`src/rtl/scr_ctrl_pkg.sv`:
```
// ============================================================================
// Module : scr_ctrl_pkg
// Brief  : Shared state encoding and default widths for the scrambler rate controller.
// Rev    : 1.0  initial release
// ============================================================================
`default_nettype none
package scr_ctrl_pkg;

  localparam int DIV_W_DEF  = 8;
  localparam int LEN_W_DEF  = 16;
  localparam int SEED_W_DEF = 7;

  typedef enum logic [1:0] {
    IDLE = 2'd0,
    LOAD = 2'd1,
    RUN  = 2'd2,
    DONE = 2'd3
  } state_t;

endpackage
`default_nettype wire

```
`src/rtl/scr_tick_gen.sv`:
```
// ============================================================================
// Module : scr_tick_gen
// Brief  : Prescale counter; o_tick pulses on every i_div-th enabled cycle.
// Rev    : 1.0  initial release
// ============================================================================
`default_nettype none
module scr_tick_gen #(
  parameter int DIV_W = 8
) (
  input  logic             clk,
  input  logic             rst,
  input  logic             i_clr,
  input  logic             i_en,
  input  logic [DIV_W-1:0] i_div,
  output logic             o_tick
);

  logic [DIV_W-1:0] r_cnt;
  logic             w_last;

  assign w_last = (r_cnt == i_div - DIV_W'(1));
  assign o_tick = i_en && w_last;

  always_ff @(posedge clk) begin
    if (rst || i_clr) begin
      r_cnt <= '0;
    end else if (i_en) begin
      r_cnt <= w_last ? '0 : r_cnt + DIV_W'(1);
    end
  end

endmodule
`default_nettype wire

```
`src/rtl/scrambler_rate_ctrl.sv`:
```
// ============================================================================
// Module : scrambler_rate_ctrl
// Brief  : Frame sequencer: latches config, pulses seed load, strobes bits at a
//          programmable rate. Optional div_clk output via SCR_DIVCLK_OUT_EN.
// Rev    : 1.0  initial release
// ============================================================================
`default_nettype none
module scrambler_rate_ctrl #(
  parameter int DIV_W  = scr_ctrl_pkg::DIV_W_DEF,
  parameter int LEN_W  = scr_ctrl_pkg::LEN_W_DEF,
  parameter int SEED_W = scr_ctrl_pkg::SEED_W_DEF
) (
  input  logic              clk,
  input  logic              rst,
  input  logic              i_start,
  input  logic              i_abort,
  input  logic [DIV_W-1:0]  i_div_ratio,
  input  logic [LEN_W-1:0]  i_frame_len,
  input  logic [SEED_W-1:0] i_seed_in,
  output logic              o_busy,
  output logic              o_seed_load,
  output logic [SEED_W-1:0] o_seed_out,
  output logic              o_bit_en,
  output logic [LEN_W-1:0]  o_bit_idx,
  output logic              o_done,
  output logic              o_cfg_err
`ifdef SCR_DIVCLK_OUT_EN
  ,
  output logic              o_div_clk
`endif
);
  import scr_ctrl_pkg::*;

  state_t            r_state;
  state_t            w_state_nxt;
  logic [DIV_W-1:0]  r_div;
  logic [LEN_W-1:0]  r_len;
  logic [SEED_W-1:0] r_seed;
  logic [LEN_W-1:0]  r_bits;
  logic [LEN_W-1:0]  w_bits_nxt;
  logic [LEN_W-1:0]  w_bit_idx_nxt;
  logic              w_bit_en_nxt;
  logic              w_cfg_err_nxt;
  logic              w_latch;
  logic              w_tick_clr;
  logic              w_tick_en;
  logic              w_tick;

  // Enabled from LOAD so the first strobe lands div cycles after seed_load.
  scr_tick_gen #(.DIV_W(DIV_W)) u_tick (
    .clk    (clk),
    .rst    (rst),
    .i_clr  (w_tick_clr),
    .i_en   (w_tick_en),
    .i_div  (r_div),
    .o_tick (w_tick)
  );

  always_comb begin
    w_state_nxt   = r_state;
    w_bits_nxt    = r_bits;
    w_bit_en_nxt  = 1'b0;
    w_bit_idx_nxt = '0;
    w_cfg_err_nxt = 1'b0;
    w_latch       = 1'b0;
    w_tick_clr    = 1'b0;
    w_tick_en     = 1'b0;
    case (r_state)
      IDLE: begin
        w_tick_clr = 1'b1;
        w_bits_nxt = '0;
        if (i_start && !i_abort) begin
          if (i_div_ratio != '0 && i_frame_len != '0) begin
            w_state_nxt = LOAD;
            w_latch     = 1'b1;
          end else begin
            w_cfg_err_nxt = 1'b1;
          end
        end
      end
      LOAD: begin
        w_tick_en   = 1'b1;
        w_state_nxt = RUN;
      end
      RUN: begin
        w_tick_en = 1'b1;
        if (o_bit_en && o_bit_idx == r_len - LEN_W'(1)) begin
          w_state_nxt = DONE;
        end
      end
      DONE: w_state_nxt = IDLE;
      default: w_state_nxt = IDLE;
    endcase
    if (w_tick && r_bits != r_len) begin
      w_bit_en_nxt  = 1'b1;
      w_bit_idx_nxt = r_bits;
      w_bits_nxt    = r_bits + LEN_W'(1);
    end
    if (i_abort && r_state != IDLE) begin
      w_state_nxt   = IDLE;
      w_bit_en_nxt  = 1'b0;
      w_bit_idx_nxt = '0;
    end
  end

  always_ff @(posedge clk) begin
    if (rst) begin
      r_state     <= IDLE;
      r_div       <= '0;
      r_len       <= '0;
      r_seed      <= '0;
      r_bits      <= '0;
      o_busy      <= 1'b0;
      o_seed_load <= 1'b0;
      o_bit_en    <= 1'b0;
      o_bit_idx   <= '0;
      o_done      <= 1'b0;
      o_cfg_err   <= 1'b0;
    end else begin
      r_state     <= w_state_nxt;
      r_bits      <= w_bits_nxt;
      o_busy      <= (w_state_nxt != IDLE);
      o_seed_load <= (w_state_nxt == LOAD);
      o_bit_en    <= w_bit_en_nxt;
      o_bit_idx   <= w_bit_idx_nxt;
      o_done      <= (w_state_nxt == DONE);
      o_cfg_err   <= w_cfg_err_nxt;
      if (w_latch) begin
        r_div  <= i_div_ratio;
        r_len  <= i_frame_len;
        r_seed <= i_seed_in;
      end else if (w_state_nxt == IDLE) begin
        r_div  <= '0;
        r_len  <= '0;
        r_seed <= '0;
      end
    end
  end

  assign o_seed_out = r_seed;

`ifdef SCR_DIVCLK_OUT_EN
  logic r_div_clk;

  always_ff @(posedge clk) begin
    if (rst) begin
      r_div_clk <= 1'b0;
    end else if (w_state_nxt == IDLE) begin
      r_div_clk <= 1'b0;
    end else if (w_bit_en_nxt) begin
      r_div_clk <= ~r_div_clk;
    end
  end

  assign o_div_clk = r_div_clk;
`endif

endmodule
`default_nettype wire

```
`config.mk`:
```
export PLATFORM = sky130hd
export DESIGN_NAME = scrambler_rate_ctrl
export DESIGN_NICKNAME = d
export VERILOG_FILES = /design/src/rtl/scr_ctrl_pkg.sv /design/src/rtl/scr_tick_gen.sv /design/src/rtl/scrambler_rate_ctrl.sv
export SDC_FILE = /design/constraint.sdc
export NUM_CORES = 1
export LEC_CHECK = 0
export ABC_AREA = 0
export ABC_CLOCK_PERIOD_IN_PS = 5400
export BUFFER_PORTS_ARGS = -buffer_cell sky130_fd_sc_hd__buf_4
export CAP_MARGIN = 40
export CELL_PAD_IN_SITES_DETAIL_PLACEMENT = 1
export CELL_PAD_IN_SITES_GLOBAL_PLACEMENT = 1
export CORE_MARGIN = 2
export CORE_UTILIZATION = 30
export DETAILED_ROUTE_END_ITERATION = 8
export PLACE_DENSITY_LB_ADDON = 0.1
export SYNTH_ARGS = -nofsm -noshare
export SYNTH_HDL_FRONTEND = slang
export SYNTH_HIERARCHICAL = 1
export SYNTH_SLANG_ARGS = --single-unit
```
`constraint.sdc`:
```
create_clock -name clk -period 5.4 [get_ports clk]
set_clock_uncertainty 0.15 [all_clocks]
set_input_delay 0.81 -clock clk [delete_from_list [all_inputs] [get_ports clk]]
set_output_delay 0.81 -clock clk [all_outputs]
set_load 0.01 [all_outputs]
```
# --- Yosys cells after proc, flatten, opt, wreduce, memory -nomap -nowiden ---
# Index checks and enable logic that the tools add are counted.
word_totals:
  reg_bits: 78
  in_bits: 35
  out_inout_bits: 28
op_classes:
  add_sub_neg: 4
  n_eq_ne: 8
  mux: 21
  bitwise: 3
  n_reduce_logical: 20
ops:
  columns: ["op", "count"]
  rows:
  - ["16-bit 2-to-1 mux", 4]
  - ["8-bit 2-to-1 mux", 3]
  - ["16-bit by 1-bit adder with 16-bit output, second input constant", 1]
  - ["16-bit equality test", 1]
  - ["16-bit inequality test", 1]
  - ["16-bit nonzero test", 1]
  - ["16-bit by 1-bit subtractor with 16-bit output, second input constant", 1]
  - ["7-bit 2-to-1 mux", 2]
  - ["8-bit by 1-bit adder with 8-bit output, second input constant", 1]
  - ["8-bit equality test", 1]
  - ["2-bit 2-to-1 mux", 4]
  - ["2-bit case mux with 4 select lines", 1]
  - ["2-bit nonzero test", 4]
  - ["8-bit nonzero test", 1]
  - ["8-bit by 1-bit subtractor with 8-bit output, second input constant", 1]
  - ["1-bit 2-to-1 mux", 7]
  - ["2-bit equality test, second input constant", 3]
  - ["1-bit logical AND", 6]
  - ["3-bit OR reduction", 2]
  - ["2-bit by 1-bit equality test with 1-bit output, second input constant", 2]
  - ["2-bit logical NOT", 2]
  - ["2-bit OR reduction", 2]
  - ["1-bit inverter", 3]
  - ["1-bit logical NOT", 1]
  - ["1-bit logical OR", 1]

# --- Longest topological paths before layout ---
depth:
  word_depth: 9
  depth_mapped: 13
  mapped_depth_nobuf: 12

# --- Hierarchy ---
# The synthesis kept the hierarchy.
by_module_without_submodules:
  columns: ["module", "instances", "cells_each", "area_each_um2", "seq_area_each_um2"]
  rows:
  - ["scrambler_rate_ctrl", 1, 399, 3602.2, 1401.3]
  - ["scr_tick_gen", 1, 76, 634.4, 160.2]

# --- Least setup slack after synthesis ---
# OpenSTA, ideal clock, no wires.
synth_path:
  kind: "flip-flop to flip-flop"
  from: "reg r_div[0]"
  to: "reg r_bits[11]"
  setup_time_ps: 70
  arrival_time_ps: 2710
  slack_ps: 2469
  stages_incl_launch_ff: 11
  path_buffers: 0
  period_less_slack_ps: 2931
  path_cell_list: "dfxtp_1 > inv_1 > ha_1 > or3b_4 > nor4_1 > o2111ai_1 > a311oi_2 > and2_1 > o41ai_2 > or4b_2 > a21oi_1"
synth_via:
  elab_chain_len: 5
synth_lines:
  columns: ["item", "line", "rtl"]
  rows:
  - ["start, declared", "scrambler_rate_ctrl.sv:36", "logic [DIV_W-1:0] r_div;"]
  - ["start signal, assigned", "scrambler_rate_ctrl.sv:129", "r_div <= i_div_ratio;"]
  - ["8-bit by 1-bit subtractor with 8-bit output *", "scr_tick_gen.sv:21", "assign w_last = (r_cnt == i_div - DIV_W'(1));"]
  - ["8-bit equality test *", "scr_tick_gen.sv:21", null]
  - ["1-bit logical AND *", "scr_tick_gen.sv:22", "assign o_tick = i_en && w_last;"]
  - ["named net w_tick", "scrambler_rate_ctrl.sv:47", "logic w_tick;"]
  - ["1-bit logical AND *", "scrambler_rate_ctrl.sv:94", "if (w_tick && r_bits != r_len) begin"]
  - ["16-bit 2-to-1 mux or 2-bit nonzero test (tied branches)", null, null]
  - ["end signal, assigned", "scrambler_rate_ctrl.sv:121", "r_bits <= w_bits_nxt;"]
  - ["end, declared", "scrambler_rate_ctrl.sv:39", "logic [LEN_W-1:0] r_bits;"]
# Mark *: on every way through the listed nets, which the timed path passes. The rest lies on a longest branch.
# A chain may end at the register's enable or synchronous reset.

# --- Worst setup path in the final report ---
# Ends and elaborated chain as after synthesis.

==> metrics.md <==
| Metric | Value |
|---|---|
| Post_cts resized | 0 |
| PortBufs | 62 |
| Gr usage total | 0.180 |
| Placer Congestion | roughly 0.83 |
| Seq/Total Area, Yosys | 0.369 |
| Share of post-route cells with drive strength above 1 | 0.192 |
| # Post-CTS Setup Buffers | 0 |
| Post-synth EDFFs | 0 |
| Yosys top cell by area | dfxtp_1 |
| Crit start category | register |
| Critical Path End Type | register |
| Clk pin slew, worst setup/hold paths | about 0.060 ns |
| I/O Pins | 63 |
| Synth top area share | 0.369 |
| Final setup viols | 0 |
| Synth cell types | between 60 and 70 |
| Largest cells by area after synthesis | dfxtp_1 (37%), xnor2_1 (7.0%), a22o_1 (6.4%), and3_1 (5.3%), nor2_1 (3.3%) |
| Max Root-Sink Buffers | 2 |
| Static leakage | between 2 and 2.5 nW |
| Post-synth top cells | dfxtp_1 (78), nor2_1 (37), and3_1 (36), xnor2_1 (34), a22o_1 (31) |
| CTS tree | built |
| Warnings from Yosys | 6 |
| Row count | 43 |
| Worst-Skew Late Latency | approximately 0.34 ns |
| Chip width | about 120 um |
| Fin crit period | about 3.5 ns |
| Synth Area per Inst | 8.92 sq um |
| VDD IR max | roughly 0.14 mV |
| Drt wl/cell | between 15 and 20 um |
| TritonCTS Buffers | 9 |
| Number of global-route vias before repair | 3,751 |
| Root buffer cell | clkbuf_16 |
| Outcome | completed |
| Unrepaired setup endpoints after global routing | false |
| Most frequent cell after synthesis | dfxtp_1 |
| Initial antenna violation count | 0 |
| Area Growth Syn to Fin | 20.9% |
| Net Count, Synth | around 520 |
| Post-synthesis async set-or-reset flop share | 0 |
| Core area | approximately 0.014 sq mm |
| CP Data Required Time | approximately 5.5 ns |
| Total Routed Length | approximately 13,000 um |
| Final Cycle Share | 0.649 |
| Routed Antenna Nets | 0 |
| WHS | between 0.3 and 0.4 ns |
| Max_cap viols | 0 |
| Worst Path Arrival | about 3.6 ns |
| Crit Path Max Fanout | 34 |
| Vias | 3,686 |
| First-pass GRT wire length | 20,700 um |
| Yosys reg bits | about 80 |
| Synth Instances | ~480 |
| PD cells | 283 mW/mm^2 |
| Num Clock Sinks | 78 |
| Remaining Overflow, GRT | 0 |
| Crit path kind | register to register |
| ANT cells | 0 |
| Slew @ Worst Pin | between 0.8 and 0.9 ns |
| NumNets Final | roughly 570 |
| Max frequency | 0.285 GHz |
| Most used DFF post-synth | dfxtp_1 |
| CTS Hold Bufs | 0 |
| Final hold vios | 0 |
| Iter 0 DRT Violations | 190 |
| Final max-slew violation count | 0 |
| Die area | ~0.015 sq mm |
| Vias per cell | a little over 5 |
| Die height | 123 um |
| DRC | 0 |
| Mapped Area | approximately 0.0042 sq mm |
| Pre-Repair DR Iteration Count | 4 |
| Setup TNS | 0 ns |
| CTS HTree Levels | 3 |
| Initial Util | 0.306 |
| Max-slew headroom | 0.437 |
| Hold crit path type | register to register |
| Hpwl dp | 9600 um |
| Pin count of the biggest net entering global routing | 35 |
[cell type report]
class	count	area, sq um
clock buffer	11	243
clock inverter	5	35.0
fill	1608	8700
inverter	14	52.6
multi-input combinational	355	2500
sequential	78	1560
tap	180	225
timing repair buffer	67	507
[state kept, by name, summed over array words and instances (netlist names)]
signal	flops
o_bit_en	1
o_bit_idx	16
o_busy	1
o_cfg_err	1
o_done	1
o_seed_load	1
o_seed_out	7
r_bits	16
r_div	8
r_len	16
r_state	2
u_tick/r_cnt	8
[cell usage in the layout, fill, tap and decap left out, drive strengths merged, types with 13 or more instances in the layout]
cell type and count:
buf 67, nand2 17, inv 14, dfxtp 78, and3 36, nor4 13, xnor2 34, a22o 31
nor3 13, nor2 37, o21ai 18, and2 20, a21oi 17, xor2 14
[per-stage QoR]
step | worst slack, ns | util | cells | power (mW) | instance area, sq um
finish | 1.89 | 0.370 | 710 | 1.45 | 5120
global placement | 1.88 | 0.349 | 692 | 0.884 | 4830
CTS | 1.87 | 0.370 | 710 | 1.47 | 5120
detailed placement | 1.90 | 0.350 | 694 | 0.888 | 4840
global route | 1.60 | 0.370 | 710 | 1.53 | 5120
floorplan | 2.47 | - | 475 | 0.807 | 4240
[routing by layer]
metal / up-vias / wire length, um / global-route usage / share of wire
met3: 10 / 541 / 0.0283 / 0.042
met5: - / 0 / 0 / 0
met4: 0 / 179 / 0.0625 / 0.014
li1: 1824 / - / - / -
met1: 1793 / 6270 / 0.250 / 0.48
met2: 59 / 6020 / 0.284 / 0.46
[cells by family (layout without fill, tap and decap cells)]
group | count (synthesis) | in the layout | share of synthesized area
AND/OR/NAND/NOR | 198 | 198 | 0.281
adder cells (fa/ha/maj) | 6 | 6 | 0.0177
flip-flops | 78 | 78 | 0.369
AO/OA/AOI/OAI | 102 | 102 | 0.183
buffers and inverters | 42 | 97 | 0.0458
XOR/XNOR | 49 | 49 | 0.105
[final timing paths]
check | cells past startpoint | to | from | slack (ns)
hold reg to reg | 1 | o_bit_idx[15] | r_bits[15] | 0.38
hold / removal | 1 | o_bit_idx[15] | r_bits[15] | 0.38
setup / recovery | 11 | r_bits[11] | r_div[0] | 1.89
setup reg to reg | 11 | r_bits[11] | r_div[0] | 1.89
[power by group]
part           leakage, nW  internal, mW  switching [mW]
combinational         1.35         0.106           0.154
clock                0.124         0.323           0.253
sequential           0.631         0.591          0.0230
total                 2.10          1.02           0.430
[critical path, stage by stage, from the launching register on]
cell       delay [ns]
dfxtp_1          0.37
inv_1            0.08
ha_1             0.21
or3b_4           0.41
nor4_1           0.20
o2111ai_1        0.15
a311oi_2         0.47
and2_1           0.25
o41ai_4          0.08
buf_4            0.24
or4b_2           0.66
a21oi_1          0.16
(Power assumes the default switching activity.)
